[src/rtl/serial_tx.sv]
// Serial transmitter: start bit, DATA_W data bits LSB first, optional even parity, stop bit.
// Every line bit is held CLKS_PER_BIT clocks; tx and done are registered from the next state.
module serial_tx #(
    parameter int DATA_W       = 8,
    parameter int CLKS_PER_BIT = 4,
    parameter int PARITY_EN    = 0
) (
    input  logic              clk,
    input  logic              reset,
    input  logic [DATA_W-1:0] data_in,
    input  logic              valid,
    output logic              ready,
    output logic              tx,
    output logic              busy,
    output logic              done
);

    localparam int              CNT_W   = 16;
    localparam int              IDX_W   = (DATA_W > 1) ? $clog2(DATA_W) : 1;
    localparam logic [CNT_W-1:0] CNT_MAX = CNT_W'(CLKS_PER_BIT - 1);
    localparam logic [IDX_W-1:0] IDX_MAX = IDX_W'(DATA_W - 1);

    typedef enum logic [2:0] {IDLE, START, DATA, PARITY, STOP} state_t;

    state_t             state_q, state_d;
    logic [CNT_W-1:0]   cnt_q, cnt_d;
    logic [IDX_W-1:0]   idx_q, idx_d;
    logic [DATA_W-1:0]  shift_q, shift_d;
    logic               par_q, par_d;
    logic               tx_q, tx_d;
    logic               done_q, done_d;
    logic               bit_last;

    function automatic logic even_parity(input logic [DATA_W-1:0] w);
        return ^w;
    endfunction

    // State register
    always_ff @(posedge clk) begin
        if (reset) begin
            state_q <= IDLE;
            cnt_q   <= '0;
            idx_q   <= '0;
            shift_q <= '0;
            par_q   <= 1'b0;
            tx_q    <= 1'b1;
            done_q  <= 1'b0;
        end else begin
            state_q <= state_d;
            cnt_q   <= cnt_d;
            idx_q   <= idx_d;
            shift_q <= shift_d;
            par_q   <= par_d;
            tx_q    <= tx_d;
            done_q  <= done_d;
        end
    end

    assign bit_last = (cnt_q == CNT_MAX);

    // Next-state logic
    always_comb begin
        state_d = state_q;
        cnt_d   = cnt_q;
        idx_d   = idx_q;
        shift_d = shift_q;
        par_d   = par_q;
        if (state_q == IDLE) begin
            if (valid) begin
                state_d = START;
                cnt_d   = '0;
                idx_d   = '0;
                shift_d = data_in;
                par_d   = even_parity(data_in);
            end
        end else begin
            cnt_d = bit_last ? '0 : cnt_q + CNT_W'(1);
            if (bit_last) begin
                unique case (state_q)
                    START:   state_d = DATA;
                    DATA: begin
                        // Shifting exposes the next data bit on shift_d[0].
                        shift_d = shift_q >> 1;
                        if (idx_q == IDX_MAX) begin
                            idx_d   = '0;
                            state_d = (PARITY_EN != 0) ? PARITY : STOP;
                        end else begin
                            idx_d = idx_q + IDX_W'(1);
                        end
                    end
                    PARITY:  state_d = STOP;
                    STOP:    state_d = IDLE;
                    default: state_d = IDLE;
                endcase
            end
        end
    end

    // Output logic, computed from the next state so the registered outputs line up
    always_comb begin
        tx_d = 1'b1;
        unique case (state_d)
            IDLE:    tx_d = 1'b1;
            START:   tx_d = 1'b0;
            DATA:    tx_d = shift_d[0];
            PARITY:  tx_d = par_d;
            STOP:    tx_d = 1'b1;
            default: tx_d = 1'b1;
        endcase
        done_d = (state_d == STOP) && (cnt_d == CNT_MAX);
    end

    assign ready = (state_q == IDLE);
    assign busy  = ~ready;
    assign tx    = tx_q;
    assign done  = done_q;

endmodule

[config.mk]
export PLATFORM = sky130hd
export DESIGN_NAME = serial_tx
export DESIGN_NICKNAME = d
export VERILOG_FILES = /design/src/rtl/serial_tx.sv
export SDC_FILE = /design/constraint.sdc
export NUM_CORES = 1
export LEC_CHECK = 0
export BUFFER_PORTS_ARGS = -buffer_cell sky130_fd_sc_hd__buf_2
export CAP_MARGIN = 20
export CORE_AREA = 3 3 66 68
export CTS_CLUSTER_DIAMETER = 150
export DETAILED_ROUTE_END_ITERATION = 7
export DIE_AREA = 0 0 69 71
export PLACE_DENSITY = 0.73
export SLEW_MARGIN = 20
export SYNTH_ARGS = -nofsm -noshare
export SYNTH_HDL_FRONTEND = slang
export SYNTH_SLANG_ARGS = --single-unit
[constraint.sdc]
create_clock -name clk -period 2.1 [get_ports clk]
set_clock_uncertainty 0.05 [all_clocks]
set_input_delay 0.42 -clock clk [delete_from_list [all_inputs] [get_ports clk]]
set_output_delay 0.42 -clock clk [all_outputs]
set_load 0.05 [all_outputs]
==> run_summary.xml, run 1 <==
<?xml version="1.0" encoding="UTF-8"?>
<metrics>
  <group name="die">
    <metric name="coreArea" unit="mm2">0.00391</metric>
    <metric name="pin_count" unit="">15</metric>
    <metric name="placementRows" unit="">23</metric>
    <metric name="chipWidth" unit="um">69</metric>
    <metric name="die_area" unit="mm2">0.00490</metric>
    <metric name="fp.dieH" unit="um">71</metric>
    <metric name="floorplan.initialDensity" unit="">0.517</metric>
  </group>
  <group name="cts">
    <metric name="numCtsBuffers" unit="">5</metric>
    <metric name="cts_buffer_depth" unit="">2</metric>
    <metric name="h_tree_levels" unit="">2</metric>
    <metric name="worst_setup_hold_path_clk_slew" unit="ns">0.07</metric>
    <metric name="cts.sinks" unit="">33</metric>
    <metric name="ctsHoldBuffers" unit="">0</metric>
    <metric name="worstSkewPairLatency" unit="ns">0.28</metric>
    <metric name="clock_tree_from_tritoncts" unit="">yes</metric>
    <metric name="clock_tree.root_cell" unit="">sky130_fd_sc_hd__clkbuf_8</metric>
  </group>
  <group name="synth">
    <metric name="postSynthNetCount" unit="">261</metric>
    <metric name="synth_top_cells_by_area" unit="">sky130_fd_sc_hd__dfxtp_1, sky130_fd_sc_hd__a21oi_1, sky130_fd_sc_hd__nand2_1</metric>
    <metric name="synth-warning-count" unit="">0</metric>
    <metric name="synthesis.area" unit="mm2">0.00202</metric>
    <metric name="synth_area_per_cell" unit="um2">8.19</metric>
    <metric name="yosysTopAreaCellShare" unit="">0.327</metric>
    <metric name="library_cells_used_by_synthesis" unit="">52</metric>
    <metric name="synth.yosys.seq_area_share" unit="">0.327</metric>
    <metric name="library_cell_occupying_the_most_area_in_the_post_synthesis_netlist" unit="">sky130_fd_sc_hd__dfxtp_1</metric>
    <metric name="synth_flop_cell" unit="">sky130_fd_sc_hd__dfxtp_1</metric>
    <metric name="ys_seq_elements" unit="">33</metric>
    <metric name="synth_instances" unit="">247</metric>
    <metric name="synth_enable_flop_cells" unit="">0</metric>
    <metric name="asyncSetResetFlopFracSynth" unit="">0</metric>
  </group>
  <group name="worst_setup_path">
    <metric name="worst_ep_required_time" unit="ns">2.27</metric>
    <metric name="endpoint_kind" unit="">flop</metric>
    <metric name="cp_max_fo" unit="">6</metric>
    <metric name="timing.critical_path.arrival" unit="ns">2.27</metric>
    <metric name="reg2reg_setup_slack" unit="ns">-0.005</metric>
    <metric name="crit_type" unit="">flop to flop</metric>
    <metric name="worst_setup_path_start_kind" unit="">flop</metric>
  </group>
  <group name="place">
    <metric name="placement.io_buffers" unit="">14</metric>
    <metric name="placed_wire_length_estimate" unit="um">3950</metric>
    <metric name="global_placement_routability_congestion" unit="">0.929</metric>
    <metric name="placed_cells" unit="">329</metric>
  </group>
  <group name="sta">
    <metric name="post_route_clock_period_utilization" unit="">1.00</metric>
    <metric name="hold_viol" unit="">0</metric>
    <metric name="timing.final.crit_period" unit="ns">2.11</metric>
    <metric name="drv_slew" unit="">0</metric>
    <metric name="transition_time_at_the_pin_with_the_least_slew_margin" unit="ns">0.371</metric>
    <metric name="unrepaired_setup_endpoints_after_global_routing" unit="">true</metric>
    <metric name="finalSetupViolations" unit="">1</metric>
    <metric name="setup_ws" unit="ns">-0.00542</metric>
    <metric name="timing.max_slew.rel_slack" unit="">0.750</metric>
    <metric name="timing.fmax" unit="GHz">0.475</metric>
  </group>
  <group name="power_and_ir_drop">
    <metric name="power_density" unit="mW/mm2">587</metric>
    <metric name="p_leak" unit="nW">0.990</metric>
    <metric name="vdd_drop_max" unit="V">0.000333</metric>
  </group>
  <group name="drt">
    <metric name="drc_errors" unit="">0</metric>
    <metric name="number_of_iterations_in_the_first_detailed_routing_pass" unit="">4</metric>
    <metric name="wl_per_cell" unit="um">16.3</metric>
    <metric name="ant_nets" unit="">0</metric>
    <metric name="viasPerCell" unit="">5.99</metric>
    <metric name="drt-initial-drc-count" unit="">205</metric>
    <metric name="routed_wl" unit="um">5510</metric>
    <metric name="vias" unit="">2025</metric>
  </group>
  <group name="finish">
    <metric name="finalNetCount" unit="">301</metric>
    <metric name="final_layout_size_suffix_gt1_frac" unit="">0.326</metric>
    <metric name="antennaDiodeCount" unit="">0</metric>
    <metric name="synthToLayoutAreaGrowth" unit="%">26.0</metric>
    <metric name="instances_no_fill" unit="">338</metric>
    <metric name="layout.core_utilization" unit="">0.652</metric>
  </group>
  <group name="run">
    <metric name="max-cap-violations" unit="">0</metric>
  </group>
  <group name="global_routing">
    <metric name="grt_first_pass_wirelength" unit="um">9040</metric>
    <metric name="grt_pass1_vias" unit="">1928</metric>
    <metric name="grt_use_total" unit="">0.230</metric>
    <metric name="antenna_violations_before_repair" unit="">0</metric>
    <metric name="overflow" unit="">0</metric>
    <metric name="largest_net_degree_at_the_start_of_global_routing" unit="">17</metric>
  </group>
  <group name="worst_hold_path">
    <metric name="hold_class" unit="">input port to flop</metric>
  </group>
  <group name="run_status">
    <metric name="violations" unit="">negative setup slack</metric>
    <metric name="status" unit="">finished, violations left</metric>
  </group>
</metrics>
==> cells by family (layout without fill, tap and decap cells) <==
logic type	count (synthesis)	count (layout)	share of synthesized area
and+or+nand+nor	116	116	0.362
AOI/OAI and AO/OA	67	67	0.205
DFF	33	33	0.327
buffers and inverters	21	62	0.0575
xor gates and xnor gates	7	7	0.0303
adders and majority gates	3	3	0.0186
==> sequential cells by signal, summed over array words and instances (netlist names) <==
register / cells
cnt_q: 16
shift_q: 8
idx_q: 3
state_q: 3
done: 1
par_q: 1
tx: 1
==> path summary, 6_finish.rpt <==
path	from	to	cells after the start
worst max-delay path	cnt_q[7]$_SDFF_PP0_	done$_SDFF_PP0_	7
worst min-delay path	data_in[7]	shift_q[7]$_SDFFE_PP0P_	3
worst max register to register	cnt_q[7]$_SDFF_PP0_	done$_SDFF_PP0_	7
worst min register to register	shift_q[6]$_SDFFE_PP0P_	shift_q[6]$_SDFFE_PP0P_	2
==> power by group <==
part           switching (mW)  internal (mW)
Combinational           0.133         0.0919
Sequential            0.00736          0.643
Clock                   0.235          0.387
==> worst max-delay path: stages, from the launching register on <==
cell and delay, ns:
sky130_fd_sc_hd__dfxtp_1 0.39, sky130_fd_sc_hd__nor4_4 0.35, sky130_fd_sc_hd__nand4_2 0.18, sky130_fd_sc_hd__buf_4 0.20, sky130_fd_sc_hd__a311oi_1 0.27, sky130_fd_sc_hd__a21oi_1 0.12, sky130_fd_sc_hd__a211oi_2 0.25, sky130_fd_sc_hd__and4_1 0.22
==> Yosys cell counts, types with 3 or more instances <==
| master | number |
|---|---|
| sky130_fd_sc_hd__a21oi_1 | 26 |
| sky130_fd_sc_hd__a22oi_1 | 6 |
| sky130_fd_sc_hd__a311oi_1 | 3 |
| sky130_fd_sc_hd__a31oi_1 | 4 |
| sky130_fd_sc_hd__and2_1 | 9 |
| sky130_fd_sc_hd__and3_1 | 3 |
| sky130_fd_sc_hd__and4_1 | 5 |
| sky130_fd_sc_hd__buf_2 | 10 |
| sky130_fd_sc_hd__clkbuf_1 | 3 |
| sky130_fd_sc_hd__dfxtp_1 | 33 |
| sky130_fd_sc_hd__ha_1 | 3 |
| sky130_fd_sc_hd__nand2_1 | 24 |
| sky130_fd_sc_hd__nand3_1 | 5 |
| sky130_fd_sc_hd__nand3b_1 | 4 |
| sky130_fd_sc_hd__nand4_1 | 6 |
| sky130_fd_sc_hd__nor2_1 | 21 |
| sky130_fd_sc_hd__nor3_1 | 6 |
| sky130_fd_sc_hd__nor3b_1 | 3 |
| sky130_fd_sc_hd__nor4_1 | 4 |
| sky130_fd_sc_hd__nor4b_1 | 3 |
| sky130_fd_sc_hd__o211ai_1 | 3 |
| sky130_fd_sc_hd__o21ai_0 | 12 |
| sky130_fd_sc_hd__or3_1 | 5 |
| sky130_fd_sc_hd__xnor2_1 | 7 |
==> cells in the final DEF, fill, tap and decap left out, drive strengths merged, types with 3 or more instances in the layout <==
| cell | Yosys | routed |
|---|---|---|
| nor3b | 3 | 3 |
| and2 | 9 | 9 |
| or3 | 6 | 6 |
| o211ai | 3 | 3 |
| nor2 | 23 | 23 |
| xnor2 | 7 | 7 |
| nor4b | 5 | 5 |
| nand3b | 4 | 4 |
| nor3 | 6 | 6 |
| ha | 3 | 3 |
| o21ai | 12 | 12 |
| buf | 14 | 52 |
| a21oi | 26 | 26 |
| clkbuf | 5 | 7 |
| and3 | 4 | 4 |
| and4 | 7 | 7 |
| nor4 | 7 | 7 |
| nand2 | 24 | 24 |
| a311oi | 3 | 3 |
| a31oi | 4 | 4 |
| dfxtp | 33 | 33 |
| nand4 | 8 | 8 |
| nand3 | 5 | 5 |
| a22oi | 6 | 6 |
==> through the flow <==
step / total power [mW] / setup slack [ns] / hold WS (ns) / instance area, um2 / TNS, ns
after detailed placement: 0.883 / -0.117 / 0.396 / 2320 / -0.117
after global routing: 1.56 / -0.101 / 0.368 / 2550 / -0.215
after global placement: 0.881 / -0.105 / 0.396 / 2320 / -0.105
after CTS: 1.51 / -0.00243 / 0.340 / 2480 / -0.00243
after floorplan: 0.807 / 0.0688 / 0.386 / 2020 / 0
final: 1.50 / -0.00542 / 0.346 / 2550 / -0.00542
==> timing repair <==
item,in CTS,in global routing
resized for setup,12,14
pin swaps,3,0
setup endpoints to repair,3,12
buffers inserted,0,1
==> area by class of cell <==
type	count	area [um2]
clock buffer	7	86.3
inverter	2	7.51
tap	50	62.6
fill	350	1360
clock inverter	1	30.0
multi-input combinational	193	1330
sequential	33	672
timing repair buffer	52	358
==> metal layers <==
| layer | routed length [um] | vias up | GRT usage |
|---|---|---|---|
| met2 | 2760 | 76 | 0.405 |
| met1 | 2310 | 946 | 0.280 |
| met5 | 0 | - | 0 |
| met3 | 369 | 8 | 0.0497 |
| li1 | - | 995 | - |
| met4 | 71 | 0 | 0.0738 |
(Power assumes the default switching activity.)
==> run 2: changes to the inputs <==
--- a/config.mk
+++ b/config.mk
@@ -12,6 +12,7 @@
 export DETAILED_ROUTE_END_ITERATION = 7
 export DIE_AREA = 0 0 69 71
 export PLACE_DENSITY = 0.73
+export REMOVE_ABC_BUFFERS = 1
 export SLEW_MARGIN = 20
 export SYNTH_ARGS = -nofsm -noshare
 export SYNTH_HDL_FRONTEND = slang
==> run 2 against run 1 <==
  * Die area unchanged
  * Via count up 3.1%
  * Critical path depth stayed put
  * Cell count is the same
  * Critical endpoint unchanged
  * Clock-buffer cell count unchanged
  * The run now ends clean
  * First-iteration DRC count decreased by 5.4%
  * Non-clock buffer count grew 1
  * Combinational power is essentially flat
  * Maximum frequency is 1.5% higher
  * Highest routed layer unchanged
==> run_summary.xml, run 2 (synthesis results as in run 1) <==
<?xml version="1.0" encoding="UTF-8"?>
<metrics>
  <group name="cts">
    <metric name="clock_tree.root_cell" unit="">sky130_fd_sc_hd__clkbuf_8</metric>
    <metric name="numCtsBuffers" unit="">5</metric>
    <metric name="clock_tree_from_tritoncts" unit="">yes</metric>
    <metric name="cts_buffer_depth" unit="">2</metric>
    <metric name="h_tree_levels" unit="">2</metric>
    <metric name="cts.sinks" unit="">33</metric>
    <metric name="worstSkewPairLatency" unit="ns">0.29</metric>
    <metric name="worst_setup_hold_path_clk_slew" unit="ns">0.07</metric>
  </group>
  <group name="worst_setup_path">
    <metric name="cp_max_fo" unit="">9</metric>
    <metric name="crit-reg2reg-capture" unit="">done$_SDFF_PP0_</metric>
    <metric name="worstSetupPathDepth" unit="">7</metric>
    <metric name="worst_setup_path_start_kind" unit="">flop</metric>
    <metric name="worst_ep_required_time" unit="ns">2.29</metric>
    <metric name="reg2reg_depth" unit="">7</metric>
    <metric name="timing.critical_path.arrival" unit="ns">2.26</metric>
    <metric name="crit_path_max_cell_delay" unit="ns">0.44</metric>
    <metric name="cpMaxStageDelayCell" unit="">sky130_fd_sc_hd__or3_1</metric>
    <metric name="timing.critical_path.mode_cell" unit="">sky130_fd_sc_hd__o21ai_0</metric>
    <metric name="crit_path_end" unit="">done$_SDFF_PP0_</metric>
    <metric name="worstPathBufferInverterCount" unit="">1</metric>
    <metric name="critical-path-top-delay-family" unit="">compound AO/OA/AOI/OAI gates</metric>
    <metric name="rr_startpoint" unit="">state_q[1]$_SDFF_PP0_</metric>
    <metric name="path_cells" unit="">or3_1 &gt; inv_2 &gt; nor2_1 &gt; o21ai_0 &gt; o21ai_0 &gt; a211oi_1 &gt; and4_1</metric>
    <metric name="endpoint_kind" unit="">flop</metric>
    <metric name="reg2reg_setup_slack" unit="ns">0.03</metric>
    <metric name="timing.critical_path.from" unit="">state_q[1]$_SDFF_PP0_</metric>
    <metric name="crit_type" unit="">flop to flop</metric>
  </group>
  <group name="finish">
    <metric name="layout_top_registers" unit="">cnt_q: 16 flops, shift_q: 8 flops</metric>
    <metric name="mostFrequentLayoutCell" unit="">sky130_fd_sc_hd__buf_4</metric>
    <metric name="regArea" unit="um2">682</metric>
    <metric name="fillers" unit="">335</metric>
    <metric name="multiInputGateArea" unit="mm2">0.00130</metric>
    <metric name="final_cell_mix" unit="">sky130_fd_sc_hd__buf_4, sky130_fd_sc_hd__a21oi_1, sky130_fd_sc_hd__nand2_1</metric>
    <metric name="synthToLayoutAreaGrowth" unit="%">25.2</metric>
    <metric name="registers.top_by_ff_count" unit="">cnt_q</metric>
    <metric name="largest_reg_flops" unit="">16</metric>
    <metric name="instances_no_fill" unit="">338</metric>
    <metric name="final_layout_size_suffix_gt1_frac" unit="">0.330</metric>
    <metric name="finalNetCount" unit="">302</metric>
    <metric name="antennaDiodeCount" unit="">0</metric>
  </group>
  <group name="global_routing">
    <metric name="antenna_violations_before_repair" unit="">0</metric>
    <metric name="overflow" unit="">0</metric>
    <metric name="grt_use_total" unit="">0.223</metric>
    <metric name="grt_pass1_vias" unit="">2017</metric>
    <metric name="grt_first_pass_wirelength" unit="um">8910</metric>
    <metric name="largest_net_degree_at_the_start_of_global_routing" unit="">19</metric>
  </group>
  <group name="die">
    <metric name="die_area" unit="mm2">0.00490</metric>
    <metric name="coreArea" unit="mm2">0.00391</metric>
    <metric name="placementRows" unit="">23</metric>
    <metric name="chipWidth" unit="um">69</metric>
    <metric name="floorplan.initialDensity" unit="">0.517</metric>
    <metric name="fp.dieH" unit="um">71</metric>
    <metric name="pin_count" unit="">15</metric>
  </group>
  <group name="run_status">
    <metric name="status" unit="">completed</metric>
  </group>
  <group name="drt">
    <metric name="ant_nets" unit="">0</metric>
    <metric name="drt-initial-drc-count" unit="">194</metric>
    <metric name="routed_wl" unit="um">5550</metric>
    <metric name="number_of_iterations_in_the_first_detailed_routing_pass" unit="">4</metric>
    <metric name="viasPerCell" unit="">6.17</metric>
    <metric name="vias" unit="">2087</metric>
    <metric name="wl_per_cell" unit="um">16.4</metric>
    <metric name="drc_errors" unit="">0</metric>
  </group>
  <group name="power_and_ir_drop">
    <metric name="vdd_drop_max" unit="V">0.000506</metric>
    <metric name="power_density" unit="mW/mm2">541</metric>
    <metric name="p_leak" unit="nW">0.980</metric>
  </group>
  <group name="sta">
    <metric name="timing.max_slew.rel_slack" unit="">0.671</metric>
    <metric name="timing.final.crit_period" unit="ns">2.07</metric>
    <metric name="setup_ws" unit="ns">0.0264</metric>
    <metric name="finalSetupViolations" unit="">0</metric>
    <metric name="setup_total_negative_slack" unit="ns">0</metric>
    <metric name="transition_time_at_the_pin_with_the_least_slew_margin" unit="ns">0.489</metric>
    <metric name="post_route_clock_period_utilization" unit="">0.987</metric>
    <metric name="unrepaired_setup_endpoints_after_global_routing" unit="">true</metric>
    <metric name="hold_viol" unit="">0</metric>
    <metric name="drv_slew" unit="">0</metric>
    <metric name="timing.fmax" unit="GHz">0.482</metric>
  </group>
  <group name="place">
    <metric name="placed_cells" unit="">329</metric>
    <metric name="placed_wire_length_estimate" unit="um">3950</metric>
    <metric name="placement.io_buffers" unit="">14</metric>
    <metric name="preCtsSetupSlack" unit="ns">-0.119</metric>
    <metric name="global_placement_routability_congestion" unit="">0.881</metric>
  </group>
  <group name="worst_hold_path">
    <metric name="hold_class" unit="">input port to flop</metric>
    <metric name="hp-start" unit="">data_in[7]</metric>
  </group>
  <group name="run">
    <metric name="max-cap-violations" unit="">0</metric>
  </group>
</metrics>
==> run 2: cell types whose count changed in the layout (fill, tap and decap cells not counted), moves of 2 or more <==
cell,before,now
sky130_fd_sc_hd__buf_12,0,2
sky130_fd_sc_hd__buf_4,39,36
sky130_fd_sc_hd__buf_6,0,2
sky130_fd_sc_hd__dfxtp_1,26,20
sky130_fd_sc_hd__dfxtp_2,6,11
==> run 2: how the worst min path moves through the flow <==
| stage | slack (ns) | to | depth (start not counted) |
|---|---|---|---|
| 2_1_floorplan | 0.38 | shift_q[2]$_SDFFE_PP0P_ | 2 |
| 3_3_place_gp | 0.40 | shift_q[6]$_SDFFE_PP0P_ | 2 |
| 3_5_place_dp | 0.40 | shift_q[1]$_SDFFE_PP0P_ | 2 |
| 4_1_cts | 0.35 | shift_q[7]$_SDFFE_PP0P_ | 3 |
| 5_1_grt | 0.38 | shift_q[7]$_SDFFE_PP0P_ | 3 |
| 6_report | 0.36 | shift_q[7]$_SDFFE_PP0P_ | 3 |
==> run 2: layout make-up <==
type,count,area share
Tap cell,50,0.0247
Timing Repair Buffer,53,0.157
Sequential cell,33,0.269
Multi-Input combinational cell,193,0.512
Clock buffer,7,0.0341
Inverter,2,0.00296
==> run 2: report_power, final <==
part	switching [mW]	total, mW	internal [mW]
registers	0.00873	0.651	0.642
logic	0.133	0.228	0.0949
clock network	0.231	0.491	0.260
total	0.373	1.37	0.997
==> run 2: through the flow <==
step           power [mW]  hold WS (ns)   util  area [um2]
2_1_floorplan       0.792         0.380      -        1910
3_3_place_gp        0.887         0.396  0.600        2350
3_5_place_dp        0.890         0.401  0.600        2350
4_1_cts              1.38         0.354  0.628        2460
5_1_grt              1.43         0.378  0.647        2530
6_report             1.37         0.360  0.647        2530
==> run 2: worst reg2reg max path: cells and delay by family (launching register included) <==
family,cells,cell delay [ns]
buffers and inverters,1,0.17
DFF,1,0.31
and+or+nand+nor,3,0.70
AOI/OAI and AO/OA,3,0.79
==> run 2: what timing repair did <==
item                                    CTS  global route
gates resized for setup                   9            21
pin swaps                                 1            10
setup buffers                             0             2
endpoints found under the setup margin    2             7
cloned                                    0             0
hold buffers                              0             0
==> run 2: per-layer routing <==
| layer | global-route usage | part of all wire |
|---|---|---|
| met1 | 0.260 | 0.43 |
| met5 | 0 | 0 |
| met3 | 0.0511 | 0.060 |
| met4 | 0.0954 | 0.031 |
| met2 | 0.391 | 0.48 |
==> run 3: changes to the inputs <==
--- a/config.mk
+++ b/config.mk
@@ -7,11 +7,12 @@
 export LEC_CHECK = 0
 export BUFFER_PORTS_ARGS = -buffer_cell sky130_fd_sc_hd__buf_2
 export CAP_MARGIN = 20
-export CORE_AREA = 3 3 66 68
+export CORE_AREA = 3 3 65 67
+export CTS_BUF_LIST = sky130_fd_sc_hd__clkbuf_4
 export CTS_CLUSTER_DIAMETER = 150
 export DETAILED_ROUTE_END_ITERATION = 7
-export DIE_AREA = 0 0 69 71
-export PLACE_DENSITY = 0.73
+export DIE_AREA = 0 0 68 70
+export PLACE_DENSITY = 0.75
 export REMOVE_ABC_BUFFERS = 1
 export SLEW_MARGIN = 20
 export SYNTH_ARGS = -nofsm -noshare
==> run 3 against run 2 <==
  * Global-route usage increased by 1.9 points
  * Critical path depth decreased by 1
  * Cell count unchanged
  * Final area increased by 0.15%
  * Setup slack improved by 0.010 ns
  * First-iteration DRC count increased by 11%
  * Power increased by 0.31%
  * Largest power group unchanged
  * Highest routed layer unchanged
  * Flip-flop and latch count unchanged
==> run_summary.xml, run 3 (synthesis results as in run 1) <==
<?xml version="1.0" encoding="UTF-8"?>
<metrics>
  <group name="worst_hold_path">
    <metric name="hp-start" unit="">data_in[7]</metric>
    <metric name="hold_class" unit="">input port to flop</metric>
    <metric name="worst_hold_path.num_cells" unit="">3</metric>
    <metric name="hold_path_end" unit="">shift_q[7]$_SDFFE_PP0P_</metric>
  </group>
  <group name="drt">
    <metric name="wl_per_cell" unit="um">16.8</metric>
    <metric name="drc_errors" unit="">0</metric>
    <metric name="ant_nets" unit="">0</metric>
    <metric name="vias" unit="">2074</metric>
    <metric name="routed_wl" unit="um">5670</metric>
    <metric name="number_of_iterations_in_the_first_detailed_routing_pass" unit="">4</metric>
    <metric name="drt-initial-drc-count" unit="">216</metric>
    <metric name="viasPerCell" unit="">6.14</metric>
  </group>
  <group name="cts">
    <metric name="h_tree_levels" unit="">2</metric>
    <metric name="clock_tree.root_cell" unit="">sky130_fd_sc_hd__clkbuf_4</metric>
    <metric name="numCtsBuffers" unit="">5</metric>
    <metric name="worstSkewPairLatency" unit="ns">0.34</metric>
    <metric name="clock_tree_from_tritoncts" unit="">yes</metric>
    <metric name="ctsHoldBuffers" unit="">0</metric>
    <metric name="cts.sinks" unit="">33</metric>
    <metric name="worst_setup_hold_path_clk_slew" unit="ns">0.12</metric>
    <metric name="cts_buffer_depth" unit="">2</metric>
  </group>
  <group name="sta">
    <metric name="timing.fmax" unit="GHz">0.485</metric>
    <metric name="drv_slew" unit="">0</metric>
    <metric name="transition_time_at_the_pin_with_the_least_slew_margin" unit="ns">0.466</metric>
    <metric name="finalSetupViolations" unit="">0</metric>
    <metric name="timing.max_slew.rel_slack" unit="">0.688</metric>
    <metric name="timing.final.crit_period" unit="ns">2.06</metric>
    <metric name="hold_viol" unit="">0</metric>
    <metric name="post_route_clock_period_utilization" unit="">0.983</metric>
    <metric name="setup_ws" unit="ns">0.0364</metric>
    <metric name="setup_total_negative_slack" unit="ns">0</metric>
    <metric name="unrepaired_setup_endpoints_after_global_routing" unit="">true</metric>
  </group>
  <group name="power_and_ir_drop">
    <metric name="vdd_drop_max" unit="V">0.000462</metric>
    <metric name="power_density" unit="mW/mm2">542</metric>
    <metric name="combPwrFrac" unit="">0.169</metric>
    <metric name="share_seq_of_total_power" unit="">0.475</metric>
    <metric name="switching_share" unit="">0.272</metric>
    <metric name="internal-power" unit="mW">1.00</metric>
    <metric name="p_clk_frac" unit="">0.356</metric>
    <metric name="p_leak" unit="nW">0.989</metric>
    <metric name="design_power_total" unit="mW">1.37</metric>
    <metric name="power_switching" unit="mW">0.374</metric>
  </group>
  <group name="die">
    <metric name="coreArea" unit="mm2">0.00369</metric>
    <metric name="floorplan.initialDensity" unit="">0.549</metric>
    <metric name="chipWidth" unit="um">68</metric>
    <metric name="die_area" unit="mm2">0.00476</metric>
    <metric name="fp.dieH" unit="um">70</metric>
    <metric name="placementRows" unit="">22</metric>
    <metric name="pin_count" unit="">15</metric>
  </group>
  <group name="worst_setup_path">
    <metric name="worstSetupPathDepth" unit="">6</metric>
    <metric name="crit_type" unit="">flop to flop</metric>
    <metric name="path_cells" unit="">nor4_4 &gt; nand4_1 &gt; nor4b_4 &gt; nor3_1 &gt; o311a_1 &gt; o211ai_1</metric>
    <metric name="crit-reg2reg-capture" unit="">tx$_SDFF_PP1_</metric>
    <metric name="worst_setup_path_start_kind" unit="">flop</metric>
    <metric name="reg2reg_setup_slack" unit="ns">0.04</metric>
    <metric name="crit_path_max_cell_delay" unit="ns">0.41</metric>
    <metric name="rr_startpoint" unit="">cnt_q[9]$_SDFF_PP0_</metric>
    <metric name="critical-path-top-delay-family" unit="">simple AND/OR/NAND/NOR gates</metric>
    <metric name="reg2reg_depth" unit="">6</metric>
    <metric name="cp_max_fo" unit="">7</metric>
    <metric name="cpMaxStageDelayCell" unit="">sky130_fd_sc_hd__nor4b_4</metric>
    <metric name="worstPathBufferInverterCount" unit="">0</metric>
    <metric name="worst_ep_required_time" unit="ns">2.32</metric>
    <metric name="timing.critical_path.arrival" unit="ns">2.29</metric>
    <metric name="endpoint_kind" unit="">flop</metric>
  </group>
  <group name="global_routing">
    <metric name="grt_pass1_vias" unit="">1906</metric>
    <metric name="overflow" unit="">0</metric>
    <metric name="antenna_violations_before_repair" unit="">0</metric>
    <metric name="largest_net_degree_at_the_start_of_global_routing" unit="">17</metric>
    <metric name="grt_use_total" unit="">0.242</metric>
    <metric name="grt_first_pass_wirelength" unit="um">8830</metric>
  </group>
  <group name="finish">
    <metric name="mostFrequentLayoutCell" unit="">sky130_fd_sc_hd__buf_4</metric>
    <metric name="final_layout_size_suffix_gt1_frac" unit="">0.341</metric>
    <metric name="finalNetCount" unit="">303</metric>
    <metric name="layout_top_registers" unit="">cnt_q: 16 flops, shift_q: 8 flops</metric>
    <metric name="final_cell_mix" unit="">sky130_fd_sc_hd__buf_4, sky130_fd_sc_hd__a21oi_1, sky130_fd_sc_hd__nand2_1</metric>
    <metric name="fillers" unit="">304</metric>
    <metric name="antennaDiodeCount" unit="">0</metric>
    <metric name="registers.top_by_ff_count" unit="">cnt_q</metric>
    <metric name="layout.core_utilization" unit="">0.688</metric>
    <metric name="synthToLayoutAreaGrowth" unit="%">25.4</metric>
    <metric name="largest_reg_flops" unit="">16</metric>
  </group>
  <group name="place">
    <metric name="placed_wire_length_estimate" unit="um">4100</metric>
    <metric name="preCtsSetupSlack" unit="ns">-0.0798</metric>
    <metric name="global_placement_routability_congestion" unit="">0.987</metric>
    <metric name="placement.io_buffers" unit="">14</metric>
  </group>
  <group name="run">
    <metric name="max-cap-violations" unit="">0</metric>
  </group>
  <group name="run_status">
    <metric name="status" unit="">completed</metric>
  </group>
</metrics>
[run 3: what timing repair did]
| action | CTS | global route |
|---|---|---|
| setup endpoints to repair | 3 | 14 |
| setup buffers | 0 | 2 |
| resized for setup | 3 | 27 |
| pin swaps | 1 | 8 |
[run 3: final cells by class]
cell class                      count  area (um2)  area share
Multi-Input combinational cell    193        1320       0.520
Sequential cell                    33         676       0.266
Timing Repair Buffer               54         393       0.155
Tap cell                           48        60.1      0.0237
Clock buffer                        6        45.0      0.0178
Clock inverter                      2        33.8      0.0133
Inverter                            2        10.0     0.00395
[run 3: worst max-delay path by stage]
stage                          startpoint                     to
floorplan           state_q[0]$_SDFF_PP0_          tx$_SDFF_PP1_
global placement      cnt_q[0]$_SDFF_PP0_        done$_SDFF_PP0_
detailed placement    cnt_q[1]$_SDFF_PP0_        done$_SDFF_PP0_
CTS                   cnt_q[0]$_SDFF_PP0_  idx_q[0]$_SDFFE_PP0P_
global route         cnt_q[14]$_SDFF_PP0_          tx$_SDFF_PP1_
finish                cnt_q[9]$_SDFF_PP0_          tx$_SDFF_PP1_
[run 3: worst reg2reg max path: cells and delay by family (launching register included)]
family	cells	cell delay, ns
AO/OA/AOI/OAI	2	0.46
AND/OR/NAND/NOR	4	1.09
flip-flops	1	0.39
[run 3: power groups by stage]
stage                     combinational (mW)  sequential, mW  clock (mW)
final                                  0.233           0.653       0.489
after global routing                   0.250           0.655       0.523
after CTS                              0.223           0.652       0.495
after detailed placement               0.222           0.666           0
after global placement                 0.219           0.665           0
after floorplan                        0.118           0.674           0
[run 3: stage by stage]
| step | cells | hold WS [ns] | instance area [um2] |
|---|---|---|---|
| 6_report | 338 | 0.315 | 2540 |
| 5_1_grt | 338 | 0.339 | 2540 |
| 4_1_cts | 336 | 0.311 | 2430 |
| 3_5_place_dp | 328 | 0.399 | 2340 |
| 3_3_place_gp | 328 | 0.393 | 2340 |
| 2_1_floorplan | 228 | 0.380 | 1910 |
[run 3: metal layers]
layer,routed length (um),GRT usage,vias to the layer above
li1,-,-,1002
met1,2470,0.321,968
met2,2680,0.377,91
met3,409,0.0531,13
met4,112,0.0883,0
met5,0,0,-
